[src/rtl/aes_avalon_interface_if.sv]
// Avalon-MM slave bus bundle for aes_avalon_interface.
// Signals:
//   AVL_CS        chip select, qualifies AVL_READ / AVL_WRITE
//   AVL_READ      read strobe
//   AVL_WRITE     write strobe
//   AVL_ADDR      word address 0-15
//   AVL_BYTE_EN   per-byte write enables
//   AVL_WRITEDATA write data
//   AVL_READDATA  registered read data (driven by the slave)
interface aes_avalon_interface_if;
    logic        AVL_CS;
    logic        AVL_READ;
    logic        AVL_WRITE;
    logic [3:0]  AVL_ADDR;
    logic [3:0]  AVL_BYTE_EN;
    logic [31:0] AVL_WRITEDATA;
    logic [31:0] AVL_READDATA;

    modport master (
        output AVL_CS, AVL_READ, AVL_WRITE, AVL_ADDR, AVL_BYTE_EN, AVL_WRITEDATA,
        input  AVL_READDATA
    );

    modport slave (
        input  AVL_CS, AVL_READ, AVL_WRITE, AVL_ADDR, AVL_BYTE_EN, AVL_WRITEDATA,
        output AVL_READDATA
    );
endinterface

[src/rtl/aes_avalon_interface.sv]
// Register file between an Avalon-MM master and the AES decryption core.
// Software loads key (regs 0-3) and ciphertext (regs 4-7), sets CTRL.START (reg 14),
// and the block holds AES_START/AES_KEY/AES_MSG_ENC stable until the core's AES_DONE,
// then captures AES_MSG_DEC into read-only regs 8-11 and sets STATUS.DONE (reg 15).
// Ports:
//   CLK, RESET_N          clock, asynchronous active-low reset
//   avl                   Avalon-MM slave bundle (1-cycle registered reads)
//   AES_START             run request to the core (high only while running)
//   AES_DONE              core completion
//   AES_KEY, AES_MSG_ENC  {reg0..reg3}, {reg4..reg7}
//   AES_MSG_DEC           plaintext from the core
//   EXPORT_DATA           {reg0[31:16], reg3[15:0]} for hex displays
//   AES_IRQ               completion interrupt, only when AES_IRQ_EN is defined
module aes_avalon_interface (
    input  logic                   CLK,
    input  logic                   RESET_N,
    aes_avalon_interface_if.slave  avl,
    output logic                   AES_START,
    input  logic                   AES_DONE,
    output logic [127:0]           AES_KEY,
    output logic [127:0]           AES_MSG_ENC,
    input  logic [127:0]           AES_MSG_DEC,
    output logic [31:0]            EXPORT_DATA
`ifdef AES_IRQ_EN
    ,
    output logic                   AES_IRQ
`endif
);

    typedef enum logic [1:0] {StIdle, StRun, StFin} state_e;

    state_e      state_q, state_d;
    logic [31:0] key_q [4];
    logic [31:0] key_d [4];
    logic [31:0] msg_q [4];
    logic [31:0] msg_d [4];
    logic [31:0] pt_q  [4];
    logic [31:0] pt_d  [4];
    logic        start_q, start_d;
    logic        done_q, done_d;
    logic        irq_q, irq_d;
    logic [31:0] rdata_q, rdata_d;
    logic        busy;

    logic wr_en, rd_en, ctrl_wr, launch, stop, capture;

    assign wr_en   = avl.AVL_CS & avl.AVL_WRITE;
    assign rd_en   = avl.AVL_CS & avl.AVL_READ;
    assign ctrl_wr = wr_en & (avl.AVL_ADDR == 4'd14) & avl.AVL_BYTE_EN[0];
    assign launch  = (state_q == StIdle) & ctrl_wr & avl.AVL_WRITEDATA[0];
    assign stop    = ctrl_wr & ~avl.AVL_WRITEDATA[0];
    // An abort write on the same edge as AES_DONE wins: nothing is captured.
    assign capture = (state_q == StRun) & AES_DONE & ~stop;

    function automatic logic [31:0] be_merge(input logic [31:0] old_w, input logic [31:0] new_w,
                                             input logic [3:0] be);
        logic [31:0] res;
        res = old_w;
        for (int b = 0; b < 4; b++) begin
            if (be[b]) res[8*b +: 8] = new_w[8*b +: 8];
        end
        return res;
    endfunction

    // State register
    always_ff @(posedge CLK or negedge RESET_N) begin
        if (!RESET_N) state_q <= StIdle;
        else          state_q <= state_d;
    end

    // Next-state logic
    always_comb begin
        state_d = state_q;
        unique case (state_q)
            StIdle:  if (launch) state_d = StRun;
            StRun:   if (stop) state_d = StIdle;
                     else if (AES_DONE) state_d = StFin;
            StFin:   if (stop) state_d = StIdle;
            default: state_d = StIdle;
        endcase
    end

    // FSM outputs
    always_comb begin
        busy      = (state_q == StRun);
        AES_START = (state_q == StRun);
    end

    // Register-file next state
    always_comb begin
        key_d   = key_q;
        msg_d   = msg_q;
        pt_d    = pt_q;
        start_d = start_q;
        done_d  = done_q;
        irq_d   = irq_q;
        rdata_d = rdata_q;

        // Key/ciphertext are frozen while the core is running.
        if (wr_en && (state_q != StRun) && (avl.AVL_ADDR < 4'd8)) begin
            if (avl.AVL_ADDR[2]) begin
                msg_d[avl.AVL_ADDR[1:0]] = be_merge(msg_q[avl.AVL_ADDR[1:0]],
                                                    avl.AVL_WRITEDATA, avl.AVL_BYTE_EN);
            end else begin
                key_d[avl.AVL_ADDR[1:0]] = be_merge(key_q[avl.AVL_ADDR[1:0]],
                                                    avl.AVL_WRITEDATA, avl.AVL_BYTE_EN);
            end
        end
        if (ctrl_wr) start_d = avl.AVL_WRITEDATA[0];
        if (launch)  done_d  = 1'b0;
        if (capture) begin
            pt_d[0] = AES_MSG_DEC[127:96];
            pt_d[1] = AES_MSG_DEC[95:64];
            pt_d[2] = AES_MSG_DEC[63:32];
            pt_d[3] = AES_MSG_DEC[31:0];
            done_d  = 1'b1;
        end

        // Clear first so a coincident capture sets it.
        if ((wr_en && (avl.AVL_ADDR == 4'd15)) || launch) irq_d = 1'b0;
        if (capture) irq_d = 1'b1;

        // Reads see pre-edge contents, so read-during-write returns the old value.
        if (rd_en) begin
            case (avl.AVL_ADDR)
                4'd0, 4'd1, 4'd2, 4'd3:     rdata_d = key_q[avl.AVL_ADDR[1:0]];
                4'd4, 4'd5, 4'd6, 4'd7:     rdata_d = msg_q[avl.AVL_ADDR[1:0]];
                4'd8, 4'd9, 4'd10, 4'd11:   rdata_d = pt_q[avl.AVL_ADDR[1:0]];
                4'd14:                      rdata_d = {30'd0, busy, start_q};
                4'd15:                      rdata_d = {31'd0, done_q};
                default:                    rdata_d = 32'd0;
            endcase
        end
    end

    always_ff @(posedge CLK or negedge RESET_N) begin
        if (!RESET_N) begin
            for (int i = 0; i < 4; i++) begin
                key_q[i] <= 32'd0;
                msg_q[i] <= 32'd0;
                pt_q[i]  <= 32'd0;
            end
            start_q <= 1'b0;
            done_q  <= 1'b0;
            irq_q   <= 1'b0;
            rdata_q <= 32'd0;
        end else begin
            key_q   <= key_d;
            msg_q   <= msg_d;
            pt_q    <= pt_d;
            start_q <= start_d;
            done_q  <= done_d;
            irq_q   <= irq_d;
            rdata_q <= rdata_d;
        end
    end

    assign avl.AVL_READDATA = rdata_q;
    assign AES_KEY          = {key_q[0], key_q[1], key_q[2], key_q[3]};
    assign AES_MSG_ENC      = {msg_q[0], msg_q[1], msg_q[2], msg_q[3]};
    assign EXPORT_DATA      = {key_q[0][31:16], key_q[3][15:0]};

`ifdef AES_IRQ_EN
    assign AES_IRQ = irq_q;
`else
    // Interrupt state is still tracked but not exported in this build.
    logic irq_unused;
    assign irq_unused = irq_q;
`endif

endmodule

[src/flat_wrapper.sv]
// flat-port wrapper written by rule: the top's interface ports become plain ports
module aes_avalon_interface_flat 
  (CLK, RESET_N, AES_START, AES_DONE, AES_KEY, AES_MSG_ENC, AES_MSG_DEC, EXPORT_DATA, avl_AVL_CS, avl_AVL_READ, avl_AVL_WRITE, avl_AVL_ADDR, avl_AVL_BYTE_EN, avl_AVL_WRITEDATA, avl_AVL_READDATA);
  aes_avalon_interface_if avl_i ();
  input  logic CLK;
  input  logic RESET_N;
  output logic AES_START;
  input  logic AES_DONE;
  output logic [127:0] AES_KEY;
  output logic [127:0] AES_MSG_ENC;
  input  logic [127:0] AES_MSG_DEC;
  output logic [31:0] EXPORT_DATA;
  input wire logic [$bits(avl_i.AVL_CS)-1:0] avl_AVL_CS;
  input wire logic [$bits(avl_i.AVL_READ)-1:0] avl_AVL_READ;
  input wire logic [$bits(avl_i.AVL_WRITE)-1:0] avl_AVL_WRITE;
  input wire logic [$bits(avl_i.AVL_ADDR)-1:0] avl_AVL_ADDR;
  input wire logic [$bits(avl_i.AVL_BYTE_EN)-1:0] avl_AVL_BYTE_EN;
  input wire logic [$bits(avl_i.AVL_WRITEDATA)-1:0] avl_AVL_WRITEDATA;
  output wire logic [$bits(avl_i.AVL_READDATA)-1:0] avl_AVL_READDATA;
  assign avl_i.AVL_CS = avl_AVL_CS;
  assign avl_i.AVL_READ = avl_AVL_READ;
  assign avl_i.AVL_WRITE = avl_AVL_WRITE;
  assign avl_i.AVL_ADDR = avl_AVL_ADDR;
  assign avl_i.AVL_BYTE_EN = avl_AVL_BYTE_EN;
  assign avl_i.AVL_WRITEDATA = avl_AVL_WRITEDATA;
  assign avl_AVL_READDATA = avl_i.AVL_READDATA;
  aes_avalon_interface u_core (.CLK(CLK), .RESET_N(RESET_N), .avl(avl_i), .AES_START(AES_START), .AES_DONE(AES_DONE), .AES_KEY(AES_KEY), .AES_MSG_ENC(AES_MSG_ENC), .AES_MSG_DEC(AES_MSG_DEC), .EXPORT_DATA(EXPORT_DATA));
endmodule
[config.mk]
export PLATFORM = sky130hd
export DESIGN_NAME = aes_avalon_interface_flat
export DESIGN_NICKNAME = d
export VERILOG_FILES = /design/src/rtl/aes_avalon_interface_if.sv /design/src/rtl/aes_avalon_interface.sv /design/src/flat_wrapper.sv
export SDC_FILE = /design/constraint.sdc
export NUM_CORES = 1
export LEC_CHECK = 0
export ABC_AREA = 1
export CORE_MARGIN = 2
export CORE_UTILIZATION = 50
export CTS_BUF_LIST = sky130_fd_sc_hd__clkbuf_8 sky130_fd_sc_hd__clkbuf_16
export DETAILED_ROUTE_END_ITERATION = 10
export PLACE_DENSITY_LB_ADDON = 0.2
export SLEW_MARGIN = 20
export SYNTH_ARGS = -nofsm -noshare
export SYNTH_HDL_FRONTEND = slang
export SYNTH_SLANG_ARGS = --single-unit
export TNS_END_PERCENT = 5
[constraint.sdc]
create_clock -name CLK -period 1.7 [get_ports CLK]
set_input_delay 0.34 -clock CLK [delete_from_list [all_inputs] [get_ports CLK]]
set_output_delay 0.34 -clock CLK [all_outputs]
set_load 0.02 [all_outputs]
==> run_results.csv, run 1 <==
group,metric,value,unit
clock_network,root_buffer,"clkbuf_16",
clock_network,cts_inserted_buffers,44,
synth,synth_cells,2593,
clock_network,cts.sinks,420,
worst_setup_path,cp-startpoint,"u_core.AES_MSG_ENC[114]$_DFFE_PN0P_",
synth,syn_nets,2767,
worst_setup_path,cp_max_fo,3,
drt,drt_iter0_drc,2053,
floorplan,dieArea,41900,um2
synth,netlist_area,20200,um2
global_route,overflow,0,
clock_network,insertion_delay,0.56,ns
sta,max_slew_margin,0.715,
sta,clock_skew,0.0179,ns
synth,ys_types,23,
worst_setup_path,start_kind,"register",
worst_setup_path,end_kind,"primary output",
sta,period_needed,1.70,ns
sta,holdWs,0.294,ns
worst_hold_path,hp-class,"in2async",
sta,period_share,1.00,
drt,first_pass_iters,8,
worst_setup_path,reg2reg_from,"u_core.state_q[0]$_DFFE_PN0P_",
worst_setup_path,crit_cells,1,
finish,drive_gt1_frac,0.0817,
finish,area_growth,36.9,%
placement,dp_cells,3550,
sta,slew_violations,0,
drt,dr_total_vias,20798,
drt,ant_nets,0,
drt,totalWireLength,75300,um
placement,dp_hpwl,52300,um
worst_setup_path,crit_type,"reg2out",
global_route,antenna_found_initial,2,
sta,rsz0062_at_grt,"true",
global_route,track_usage,0.347,
sta,worst_pin_slew,0.427,ns
sta,hold_viol_final,0,
worst_setup_path,cp_slowest_cell,"dfrtp_1",
clock_network,cts_buffer_depth,3,
clock_network,clk_pin_slew,0.06,ns
synth,seq_area_frac_synth,0.521,
global_route,grt_pass1_wl,112000,um
synth,synth.avg_cell_area,7.77,um2
global_route,grt_start_max_net_pins,101,
worst_setup_path,max_stage_delay,0.46,ns
power,power.leakage,13.8,nW
clock_network,cts_tree,"done",
worst_setup_path,r2r_setup_slack,0.09,ns
placement,place_congestion,0.958,
outcome,failed_checks,"negative setup slack",
worst_setup_path,r2r_end,"u_core.AES_KEY[109]$_DFFE_PN0P_",
floorplan,core-area,39700,um2
floorplan,ios,495,
worst_setup_path,path_buf_inv,1,
drt,wl_per_cell,20.7,um
drt,drc,0,
floorplan,rows,73,
drt,viasPerCell,5.72,
power,total_power,33.2,mW
worst_setup_path,cp_data_required_time,1.36,ns
floorplan,die_x,205,um
placement,port-buffer-count,494,
finish,final_nets,3255,
worst_setup_path,path_cells,"clkdlybuf4s15_1",
floorplan,fp.dieH,205,um
power,vdd_drop_max,0.785,mV
global_route,grt_pass1_vias,19616,
worst_setup_path,cp_top_family,"flip-flops",
outcome,outcome,"complete, but fails checks",
worst_setup_path,crit_path_end,"AES_MSG_ENC[114]",
clock_network,h-tree-depth,2,
sta,setup-violations-final,1,
worst_setup_path,crit_arrival,1.36,ns
finish,instances_no_fill,3636,
run,max_cap_violations,0,
worst_setup_path,worstRegToRegCells,9,
power,power_density,1200,nW/um2
sta,max_freq,588,MHz
synth,yosysWarnings,0,
sta,setup_ws,-0.000494,ns
synth,yosys_register_bits,420,
floorplan,initial_core_util,0.507,
sta,setup-tns-final,-0.000494,ns
==> report_power, final <==
| part | internal [mW] | switching [mW] | leakage (nW) |
|---|---|---|---|
| logic | 3.81 | 6.22 | 7.94 |
| registers | 11.8 | 1.72 | 5.15 |
| clock network | 5.62 | 4.00 | 0.740 |
==> kinds of logic (layout without fill, tap and decap cells) <==
group | count (synthesis) | count (layout) | synth area share
AND/OR/NAND/NOR | 1557 | 1557 | 0.315
buffers and inverters | 290 | 806 | 0.0698
other | 0 | 2 | 0
flip-flops | 420 | 420 | 0.521
AO/OA/AOI/OAI | 326 | 326 | 0.0942
==> registers in the layout, indices dropped and copies added (netlist names) <==
| signal | count |
|---|---|
| u_core.done_q | 1 |
| u_core.state_q | 2 |
| u_core.AES_MSG_ENC | 128 |
| u_core.AES_KEY | 128 |
| u_core.start_q | 1 |
| u_core.pt_q | 128 |
| u_core.avl.AVL_READDATA | 32 |
==> worst min path at each step <==
stage	from	to	slack, ns	depth (start not counted)
after CTS	RESET_N	u_core.AES_MSG_ENC[104]$_DFFE_PN0P_	0.31	2
after global placement	RESET_N	u_core.AES_KEY[74]$_DFFE_PN0P_	0.28	1
final	RESET_N	u_core.AES_MSG_ENC[104]$_DFFE_PN0P_	0.29	2
after detailed placement	RESET_N	u_core.AES_KEY[74]$_DFFE_PN0P_	0.28	1
after floorplan	RESET_N	u_core.AES_KEY[0]$_DFFE_PN0P_	0.04	0
after global routing	RESET_N	u_core.AES_MSG_ENC[104]$_DFFE_PN0P_	0.30	2
==> through the flow <==
| stage | instance area, um2 | setup slack, ns | utilization |
|---|---|---|---|
| after floorplan | 20200 | 0.122 | - |
| after global placement | 26400 | -0.350 | 0.664 |
| after detailed placement | 26400 | -0.426 | 0.664 |
| after CTS | 27400 | 0.0000583 | 0.690 |
| after global routing | 27600 | -0.0293 | 0.695 |
| final | 27600 | -0.000494 | 0.695 |
==> Yosys cell counts <==
cell type,number,area [um2]
nand3_1,315,1580
nand2_2,6,37.5
buf_2,70,350
inv_1,94,353
o21bai_1,1,7.51
a31oi_1,207,1290
o21ai_1,9,45.0
a21oi_1,33,165
buf_4,36,270
nor2_2,2,12.5
inv_2,2,7.51
inv_6,1,8.76
nor2_4,9,101
a21boi_1,1,7.51
clkbuf_1,61,229
buf_1,14,52.6
nand2_4,2,22.5
o21ai_0,74,370
nor2_1,422,1580
o21a_1,1,7.51
nand2_1,801,3010
buf_6,12,135
dfrtp_1,420,10500
==> cells in the final DEF, fill, tap and decap left out, drive strengths merged, types with 83 or more instances in the layout <==
cell type,instances
nand3,315
dfrtp,420
buf,140
inv,105
dlygate4sd2,265
nor2,433
nand2,809
a31oi,207
clkdlybuf4s50,170
o21ai,83
==> routing by layer <==
metal / track usage / share of wire
met2: 0.543 / 0.45
met3: 0.0776 / 0.12
met1: 0.461 / 0.38
met5: 0 / 0
met4: 0.160 / 0.053
==> layout make-up <==
class / instances / area [um2]
fillers: 3279 / 12100
flip-flops and latches: 420 / 10500
multi-input cells: 1883 / 8290
repair buffers: 635 / 6350
clock buffers: 54 / 1250
well taps: 525 / 657
inverters: 97 / 369
clock inverters: 20 / 169
diodes: 2 / 5.00
==> repair_timing <==
action | 4_1_cts | 5_1_grt
buffers inserted | 0 | 4
resized for setup | 348 | 56
endpoints found under the setup margin | 321 | 154
cloned | 0 | 5
hold buffers | 1 | 0
endpoints found under the hold margin | 29 | 0
pin swaps | 0 | 2
Note: power is estimated with default switching activity, not from simulation.
==> run 2, diff against run 1 <==
--- a/config.mk
+++ b/config.mk
@@ -10,6 +10,7 @@
 export CORE_UTILIZATION = 50
 export CTS_BUF_LIST = sky130_fd_sc_hd__clkbuf_8 sky130_fd_sc_hd__clkbuf_16
 export DETAILED_ROUTE_END_ITERATION = 10
+export MAX_ROUTING_LAYER = met4
 export PLACE_DENSITY_LB_ADDON = 0.2
 export SLEW_MARGIN = 20
 export SYNTH_ARGS = -nofsm -noshare
==> run 2 against run 1 <==
Hold slack lost 0.072 ns; total power grew 2.6%; flip-flop and latch count is the same; routed wire length grew 1.1%; cell area grew 0.49%; the flow now finishes without violations; highest routed layer unchanged; sequential power is essentially flat; worst setup slack gained 0.014 ns; critical endpoint is now AES_KEY[95].
==> run_results.csv, run 2 (same netlist as run 1, synthesis figures left out) <==
group,metric,value,unit
floorplan,dieArea,41900,um2
worst_setup_path,path_buf_inv,1,
worst_setup_path,end_kind,"primary output",
power,intPower,22.0,mW
worst_setup_path,r2r_setup_slack,0.06,ns
worst_setup_path,path_cells,"clkdlybuf4s15_1",
finish,n_fill_cell,3197,
power,total_power,34.1,mW
power,power_density,1230,nW/um2
clock_network,cts_tree,"done",
sta,max_freq,593,MHz
power,seq_power_share,0.397,
drt,wl_met1,29200,um
clock_network,cts.sinks,420,
worst_setup_path,r2r_end,"u_core.AES_MSG_ENC[95]$_DFFE_PN0P_",
drt,ant_nets,0,
finish,multi_input_area,8290,um2
global_route,overflow,0,
worst_hold_path,hp-class,"in2async",
worst_setup_path,cp_max_fo,3,
worst_setup_path,cp-startpoint,"u_core.AES_KEY[95]$_DFFE_PN0P_",
sta,period_share,0.992,
sta,setup_ws,0.0140,ns
finish,area_growth,37.6,%
worst_setup_path,start_kind,"register",
worst_setup_path,cp_data_required_time,1.36,ns
run,max_cap_violations,0,
worst_setup_path,cp_top_family,"flip-flops",
floorplan,ios,495,
finish,seqCellArea,10500,um2
power,switchingPower,12.1,mW
power,comb_power_share,0.299,
drt,drt_iter0_drc,2131,
floorplan,die_x,205,um
worst_setup_path,crit_cells,1,
power,switching_share,0.354,
global_route,grt_pass1_vias,19902,
global_route,track_usage,0.363,
clock_network,root_buffer,"clkbuf_16",
power,vdd_drop_max,0.749,mV
floorplan,fp.dieH,205,um
drt,wl_met2,34500,um
drt,dr_total_vias,20971,
global_route,grt_start_max_net_pins,99,
drt,drc,0,
worst_setup_path,crit_path_end,"AES_KEY[95]",
placement,place_congestion,0.988,
power,power_frac_clock,0.304,
sta,period_needed,1.69,ns
sta,worst_pin_slew,0.462,ns
worst_setup_path,crit_arrival,1.35,ns
global_route,antenna_found_initial,3,
finish,final_nets,3243,
power,power.leakage,13.7,nW
sta,setup-violations-final,0,
finish,layout_commonest_cell,"nand2_1",
finish,final_cell_area,27700,um2
clock_network,insertion_delay,0.59,ns
drt,viasPerCell,5.78,
global_route,grt_pass1_wl,113000,um
sta,hold_viol_final,0,
clock_network,h-tree-depth,2,
clock_network,clk_pin_slew,0.06,ns
sta,max_slew_margin,0.692,
worst_setup_path,crit_type,"reg2out",
drt,first_pass_iters,6,
clock_network,cts_inserted_buffers,45,
floorplan,core-area,39700,um2
floorplan,rows,73,
worst_setup_path,max_stage_delay,0.43,ns
drt,top_layer_used,"met4",
drt,wl_met3,8620,um
sta,clock_skew,0.0225,ns
outcome,outcome,"complete, no violations",
worst_setup_path,worstRegToRegCells,8,
finish,mostFrequentLayoutCells,"799 x nand2_1, 419 x nor2_1, 418 x dfrtp_1",
worst_setup_path,reg2reg_from,"u_core.state_q[0]$_DFFE_PN0P_",
floorplan,initial_core_util,0.507,
drt,totalWireLength,76100,um
worst_setup_path,cp_slowest_cell,"dfrtp_1",
clock_network,cts_buffer_depth,3,
sta,slew_violations,0,
sta,setup-tns-final,0,ns
placement,post-place-ws,-0.456,ns
placement,placed_area,26300,um2
drt,wl_per_cell,21.0,um
placement,port-buffer-count,494,
placement,dp_hpwl,52800,um
finish,drive_gt1_frac,0.0964,
sta,rsz0062_at_grt,"true",
[run 2: cell types whose count changed in the layout (fill, tap and decap cells not counted), moves of 3 or more]
cell / delta
clkdlybuf4s15_2: +36
clkbuf_2: +13
buf_4: -11
clkbuf_16: +3
dlygate4sd2_1: -91
clkdlybuf4s15_1: +42
[run 2: how the worst min path moves through the flow]
stage | cells past startpoint | endpoint | startpoint | slack (ns)
final | 2 | u_core.AES_KEY[108]$_DFFE_PN0P_ | RESET_N | 0.22
after global routing | 2 | u_core.AES_MSG_ENC[15]$_DFFE_PN0P_ | RESET_N | 0.23
after CTS | 2 | u_core.AES_KEY[100]$_DFFE_PN0P_ | RESET_N | 0.21
after detailed placement | 1 | u_core.AES_KEY[100]$_DFFE_PN0P_ | RESET_N | 0.22
after global placement | 1 | u_core.AES_KEY[12]$_DFFE_PN0P_ | RESET_N | 0.22
after floorplan | 0 | u_core.AES_KEY[0]$_DFFE_PN0P_ | RESET_N | 0.04
[run 2: what timing repair did]
action                                  4_1_cts  5_1_grt
gates resized for setup                     467       76
setup buffers                                 0        4
gates cloned                                  0        5
hold endpoints to repair                    229        0
pin swaps                                     0        2
endpoints found under the setup margin      321      231
hold buffers                                  1        0
[run 2: stage by stage]
stage / cells / utilization / hold WS [ns]
3_5_place_dp: 3537 / 0.661 / 0.221
4_1_cts: 3618 / 0.695 / 0.205
5_1_grt: 3630 / 0.698 / 0.229
2_1_floorplan: 2593 / - / 0.0444
6_report: 3630 / 0.698 / 0.222
3_3_place_gp: 3537 / 0.661 / 0.221
[run 2: cell type report]
| type | count | area share |
|---|---|---|
| Antenna cell | 3 | 0.000271 |
| Tap cell | 525 | 0.0237 |
| Sequential cell | 420 | 0.379 |
| Clock buffer | 58 | 0.0479 |
| Timing Repair Buffer | 622 | 0.229 |
| Multi-Input combinational cell | 1883 | 0.299 |
| Clock inverter | 22 | 0.00844 |
| Inverter | 97 | 0.0133 |
[run 2: routing by layer]
metal | vias up | track usage
met1 | 9840 | 0.473
li1 | 9418 | -
met4 | 0 | 0.181
met3 | 257 | 0.0641
met2 | 1456 | 0.550
met5 | - | -
[run 2: power groups by stage]
stage / logic [mW] / clock network (mW) / registers [mW]
after floorplan: 3.58 / 0 / 15.3
after global placement: 11.0 / 0 / 13.6
after detailed placement: 11.2 / 0 / 13.7
after CTS: 10.1 / 10.4 / 13.5
after global routing: 10.9 / 10.8 / 13.7
final: 10.2 / 10.4 / 13.5
